File: config.mk
export PLATFORM = sky130hd
export DESIGN_NAME = gun_position_ctrl
export DESIGN_NICKNAME = d
export VERILOG_FILES = /design/src/rtl/gun_position_ctrl.sv
export SDC_FILE = /design/constraint.sdc
export NUM_CORES = 1
export LEC_CHECK = 0
export ABC_AREA = 1
export ABC_CLOCK_PERIOD_IN_PS = 3100
export BUFFER_PORTS_ARGS = -buffer_cell sky130_fd_sc_hd__buf_2
export CORE_AREA = 2 2 90 92
export CTS_BUF_LIST = sky130_fd_sc_hd__clkbuf_4 sky130_fd_sc_hd__clkbuf_8 sky130_fd_sc_hd__clkbuf_16
export DETAILED_ROUTE_END_ITERATION = 10
export DIE_AREA = 0 0 92 94
export GPL_TIMING_DRIVEN = 0
export PLACE_DENSITY = 0.69
export SLEW_MARGIN = 20
export SYNTH_ARGS = -nofsm -noshare
export SYNTH_HDL_FRONTEND = slang
export SYNTH_SLANG_ARGS = --single-unit
export TNS_END_PERCENT = 30
File: constraint.sdc
create_clock -name clock_12 -period 3.1 [get_ports clock_12]
set_clock_uncertainty 0.05 [all_clocks]
set_input_delay 0.465 -clock clock_12 [delete_from_list [all_inputs] [get_ports clock_12]]
set_output_delay 0.465 -clock clock_12 [all_outputs]
set_load 0.02 [all_outputs]
File: src/rtl/gun_position_ctrl.sv
// Joystick-to-light-gun position controller: per-axis acceleration FSMs stepping 6-bit
// gun_h/gun_v on each rising edge of the 4 ms tick.
module gun_position_ctrl #(
  parameter int unsigned POS_MAX     = 63,
  parameter int unsigned CENTER      = 32,
  parameter int unsigned SLOW_DIV    = 4,
  parameter int unsigned ACCEL_STEPS = 8,
  parameter int unsigned FAST_STEP   = 2
) (
  input  logic       clock_12,
  input  logic       reset_n,
  input  logic       tick_4ms,
  input  logic       m_left,
  input  logic       m_right,
  input  logic       m_up,
  input  logic       m_down,
  input  logic       recenter,
  input  logic       freeze,
  output logic [5:0] gun_h,
  output logic [5:0] gun_v,
  output logic       moving,
  output logic [3:0] at_edge
);

  typedef enum logic [1:0] {StIdle, StSlow, StFast} axis_st_e;

  localparam logic [5:0] CenterPos = 6'(CENTER);
  localparam logic [7:0] PosMax8   = 8'(POS_MAX);
  localparam logic [3:0] DivLast   = 4'(SLOW_DIV - 2);
  localparam logic [3:0] AccelCnt  = 4'(ACCEL_STEPS);
  localparam logic [2:0] FastMag   = 3'(FAST_STEP);

  // Index 0 is the horizontal axis, index 1 the vertical axis.
  axis_st_e   state_q [2];
  axis_st_e   state_d [2];
  logic [5:0] pos_q   [2];
  logic [5:0] pos_d   [2];
  logic [3:0] div_q   [2];
  logic [3:0] div_d   [2];
  logic [3:0] steps_q [2];
  logic [3:0] steps_d [2];
  logic       neg_q   [2];
  logic       neg_d   [2];

  logic       tick_d;
  logic       tick_pulse;
  logic [1:0] dir_pos;
  logic [1:0] dir_neg;
  logic       moving_d;
  logic [3:0] at_edge_d;

  assign tick_pulse = tick_4ms & ~tick_d;
  // Opposite directions pressed together cancel to "no direction".
  assign dir_pos    = {m_down & ~m_up, m_right & ~m_left};
  assign dir_neg    = {m_up & ~m_down, m_left & ~m_right};

  function automatic logic [5:0] step_pos(logic [5:0] pos, logic neg, logic [2:0] mag);
    logic [7:0] base;
    logic [7:0] mag8;
    logic [7:0] sum;
    base = {2'b00, pos};
    mag8 = {5'b00000, mag};
    sum  = neg ? (base - mag8) : (base + mag8);
    if (neg && (base < mag8)) begin
      sum = 8'd0;
    end else if (!neg && (sum > PosMax8)) begin
      sum = PosMax8;
    end
    return sum[5:0];
  endfunction

  always_comb begin
    for (int a = 0; a < 2; a++) begin
      state_d[a] = state_q[a];
      pos_d[a]   = pos_q[a];
      div_d[a]   = div_q[a];
      steps_d[a] = steps_q[a];
      neg_d[a]   = neg_q[a];
      if (recenter) begin
        state_d[a] = StIdle;
        pos_d[a]   = CenterPos;
        div_d[a]   = 4'd0;
        steps_d[a] = 4'd0;
        neg_d[a]   = 1'b0;
      end else if (tick_pulse && !freeze) begin
        if (!(dir_pos[a] || dir_neg[a])) begin
          state_d[a] = StIdle;
          div_d[a]   = 4'd0;
          steps_d[a] = 4'd0;
        end else if ((state_q[a] == StIdle) || (dir_neg[a] != neg_q[a])) begin
          // Fresh press or reversal: one fine step, then restart the slow phase.
          state_d[a] = StSlow;
          pos_d[a]   = step_pos(pos_q[a], dir_neg[a], 3'd1);
          div_d[a]   = 4'd0;
          steps_d[a] = 4'd1;
          neg_d[a]   = dir_neg[a];
        end else begin
          unique case (state_q[a])
            StSlow: begin
              if (div_q[a] >= DivLast) begin
                pos_d[a]   = step_pos(pos_q[a], neg_q[a], 3'd1);
                div_d[a]   = 4'd0;
                steps_d[a] = (steps_q[a] == 4'hf) ? steps_q[a] : steps_q[a] + 4'd1;
                // ACCEL_STEPS repeat steps after the initial tap switch to fast mode.
                if (steps_q[a] >= AccelCnt) begin
                  state_d[a] = StFast;
                end
              end else begin
                div_d[a] = div_q[a] + 4'd1;
              end
            end
            StFast: begin
              pos_d[a] = step_pos(pos_q[a], neg_q[a], FastMag);
            end
            default: begin
              state_d[a] = StIdle;
            end
          endcase
        end
      end
    end
    moving_d  = (state_d[0] != StIdle) || (state_d[1] != StIdle);
    at_edge_d = {pos_d[0] == 6'd0, {2'b00, pos_d[0]} == PosMax8,
                 pos_d[1] == 6'd0, {2'b00, pos_d[1]} == PosMax8};
  end

  always_ff @(posedge clock_12 or negedge reset_n) begin
    if (!reset_n) begin
      tick_d  <= 1'b0;
      moving  <= 1'b0;
      at_edge <= 4'd0;
      for (int a = 0; a < 2; a++) begin
        state_q[a] <= StIdle;
        pos_q[a]   <= CenterPos;
        div_q[a]   <= 4'd0;
        steps_q[a] <= 4'd0;
        neg_q[a]   <= 1'b0;
      end
    end else begin
      tick_d  <= tick_4ms;
      moving  <= moving_d;
      at_edge <= at_edge_d;
      for (int a = 0; a < 2; a++) begin
        state_q[a] <= state_d[a];
        pos_q[a]   <= pos_d[a];
        div_q[a]   <= div_d[a];
        steps_q[a] <= steps_d[a];
        neg_q[a]   <= neg_d[a];
      end
    end
  end

  assign gun_h = pos_q[0];
  assign gun_v = pos_q[1];

endmodule

==> impl_results.md <==
- MaxCap Viol Count: 0
- Tot GR Track Use: between 20% and 30%
- Setup bufs post-CTS: 0
- Post-DRT Antenna Nets: 0
- FF+latch count, synth: 40
- F_max: about 0.42 GHz
- Post-detailed-placement half-perimeter wirelength: around 8000 um
- Share of cells above drive strength 1: between 15 and 20%
- Actual slew at the worst max-slew pin: slightly above 0.9 ns
- Cells on Worst Hold Path: 1
- Data arrival, critical path: between 2 and 3 ns
- Distinct cells, synth: slightly above 40
- Logic pwr share: 16.6%
- Average size of a mapped cell: ~6.4 um2
- Final #Nets: 678
- Clk pin slew, worst setup/hold paths: about 0.090 ns
- Mapped Cells: between 600 and 700
- Hold path endpoint: tick_d$_DFF_PN0_
- Post-Syn Area: around 3900 um2
- Area growth syn-to-layout: 10.6%
- Setup TNS: 0 ns
- Gp weighted congestion: between 0.9 and 1
- Worst-path maximum fanout: 8
- Clock tree buffer depth: 2
- Pwr/cell area: 322 nW/um2
- Fin crit share: approximately 76%
- Switching share of total power: a little over a quarter
- Initial antenna violation count: 0
- DRT iter0 DRCs: around 220
- Pleak: 0.00232 uW
- CP Class: reg -> reg
- Hold-fix buffers, CTS: 0
- R2R depth: 14
- Syn Nets: between 600 and 700
- Die X: approximately 90 um
- # setup viols final: 0
- Clock network fraction of design power: 43.7%
- Vias per cell: roughly 5.3
- Total global routing overflow: 0
- Final Hold Viols: 0
- DR vias: between 3000 and 4000
- First-pass GRT wire length: 17700 um
- Clk sinks: 40
- Diodes inserted: 0
- Vias in the first global route: 3866
- FF-to-FF setup slack: around 0.73 ns
- RSZ-0062 raised after global routing: false
- Clock root cell: clkbuf_8
- Final WL: around 10000 um
- Nature of the critical path startpoint: register
- # port buffers: 25
- Min Tclk post-route: roughly 2.4 ns
- Worst setup margin: between 0.7 and 0.8 ns
- H-tree Lvls: 2
- Int Pwr: roughly 1000 uW
- CTS tree: yes
- Largest net degree at the start of global routing: 41
- Worst path required time: approximately 3.3 ns
- Starting density of the core: 51.1%
- Core area: about 7600 um2
- Worst Setup Slack post-DPL: 0.818 ns
- Flop pwr share: 39.8%
- Routed length per instance: roughly 14 um
- Post-CTS Resized: 0
- Reg-to-reg endpoint: at_edge[3]$_DFF_PN0_
- Slew headroom: a little under two fifths
- Die height: approximately 94 um
- Outcome: finished, final reports clean
- Remaining DRCs: 0
- Post-Layout Inst Area: about 4300 um2
- Hold Crit Class: in -> reg
- CTS Buf Count: 5
- Std cell rows: 32
- First-pass DRT Iterations: 5
- Max-slew violation count: 0
- Seq/Total Area, Yosys: 25.8%
- Worst vdd ir: around 0.25 mV
- Total die area: around 8600 um2
- Crit. End Element: register
- Fillers: ~760
- Post-layout util: between 50% and 60%
- R2R Path Start: gun_h[1]$_DFF_PN0_
- Synth warn: 0
- Switching power: between 300 and 400 uW
- Hold_sp: tick_4ms
- Worst-skew pair later-pin latency: ~0.31 ns
- Placed cell areas: 4140 um2
- Io pins: 26
-- how the worst max path moves through the flow --
| stage | startpoint | end | slack, ns | cells after the start |
|---|---|---|---|---|
| global placement | gun_h[1]$_DFF_PN0_ | at_edge[3]$_DFF_PN0_ | 0.79 | 14 |
| finish | gun_h[1]$_DFF_PN0_ | at_edge[3]$_DFF_PN0_ | 0.73 | 14 |
| CTS | gun_v[1]$_DFF_PN0_ | at_edge[1]$_DFF_PN0_ | 0.82 | 15 |
| floorplan | gun_h[2]$_DFF_PN0_ | at_edge[3]$_DFF_PN0_ | 1.11 | 17 |
| global route | gun_h[1]$_DFF_PN0_ | at_edge[3]$_DFF_PN0_ | 0.52 | 14 |
| detailed placement | m_down | at_edge[0]$_DFF_PN0_ | 0.82 | 16 |
-- layout by cell type, fill, tap and decap left out, types with 4 or more instances in the layout --
master	count
clkbuf_8	5
o21ai_2	4
buf_2	33
xor2_1	9
a21oi_1	34
nand3_1	58
nor2_2	8
inv_2	11
nor2_1	41
o21ai_0	39
inv_1	84
xnor2_1	4
ha_1	27
buf_6	4
nand2_2	13
nand2_1	182
dfrtp_1	38
nand4_1	4
o21ai_1	4
nor3_1	5
-- critical path, cell delays in order, from the launching register on --
cell and delay, ns:
dfrtp_1 0.51, inv_1 0.23, ha_1 0.24, nand2_2 0.08
nor2_2 0.13, nand3_1 0.15, nand2_1 0.13, inv_2 0.09
a21oi_1 0.13, o21ai_1 0.08, nand3_1 0.12, nand2_1 0.08
nand2_1 0.09, nand3_1 0.09, nor2_1 0.10
-- power by group through the flow --
| stage | Clock [uW] | Sequential (uW) | Combinational [uW] |
|---|---|---|---|
| 5_1_grt | 637 | 551 | 262 |
| 6_report | 604 | 550 | 229 |
| 2_1_floorplan | 0 | 564 | 157 |
| 3_3_place_gp | 0 | 559 | 225 |
| 3_5_place_dp | 0 | 560 | 228 |
| 4_1_cts | 616 | 549 | 229 |
-- metrics by stage --
stage	total power, uW	hold slack [ns]	instances
after floorplan	721	0.119	610
after global placement	784	0.428	737
after detailed placement	787	0.430	737
after CTS	1390	0.214	745
after global routing	1450	0.214	745
final	1380	0.220	745
-- registers in the layout (all words and copies together) (netlist names) --
register and count:
div_q 8, at_edge 4, tick_d 1, steps_q 8, neg_q 2, gun_v 6
state_q 4, gun_h 6, moving 1
-- metal layers --
| metal | wire, um | vias to the layer above | track usage [%] |
|---|---|---|---|
| met5 | 0 | - | 0 |
| met4 | 382 | 0 | 13.1 |
| met3 | 465 | 29 | 3.37 |
| met2 | 5110 | 115 | 44.9 |
| met1 | 4340 | 1797 | 30.1 |
| li1 | - | 2000 | - |
-- final cells by class --
class / instances / area (um2) / share of cell area [%]
Inverter: 98 / 375 / 8.73
Tap cell: 102 / 128 / 2.97
Clock inverter: 3 / 90.1 / 2.10
Clock buffer: 5 / 68.8 / 1.60
Timing Repair Buffer: 25 / 125 / 2.91
Sequential cell: 40 / 1000 / 23.3
Multi-Input combinational cell: 457 / 2410 / 56.0
Buffer: 15 / 100 / 2.33
-- Yosys cell counts --
cell,instances,area [um2]
nand3_2,1,10.0
inv_1,84,315
buf_6,4,45.0
nor2_1,41,154
ha_1,27,338
nand3b_1,1,7.51
buf_2,8,40.0
dfrtp_1,38,951
inv_4,1,6.26
inv_2,11,41.3
nand2_4,2,22.5
nand2_2,13,81.3
inv_6,1,8.76
clkbuf_1,2,7.51
or2_2,1,6.26
o21ai_0,39,195
o21ai_2,4,35.0
nand2_1,182,683
a31oi_2,1,12.5
a21boi_0,2,15.0
o211ai_1,3,22.5
nand3_1,58,290
o21ai_1,4,20.0
clkinv_1,1,3.75
a22oi_1,1,7.51
o22ai_1,3,18.8
xor2_1,9,78.8
xnor2_1,4,35.0
o41ai_1,2,17.5
nor3_2,1,10.0
nor3_1,5,25.0
nor2_4,3,33.8
a21oi_1,34,170
nor3_4,1,16.3
dfstp_2,2,52.6
buf_4,1,7.51
nor3b_2,1,12.5
nor2_2,8,50.1
nand4_1,4,25.0
a31oi_1,1,6.26
nor3b_1,1,7.51
-- cells by family (layout without fill, tap and decap cells) --
family / Yosys count / count (layout) / share of synthesized area, %
flops: 40 / 40 / 25.8
compound gates: 94 / 94 / 13.4
buf+inv: 113 / 146 / 12.2
fa+ha+maj: 27 / 27 / 8.69
xor+xnor: 13 / 13 / 2.93
simple gates: 323 / 323 / 36.9
Note: power is estimated with default switching activity, not from simulation.
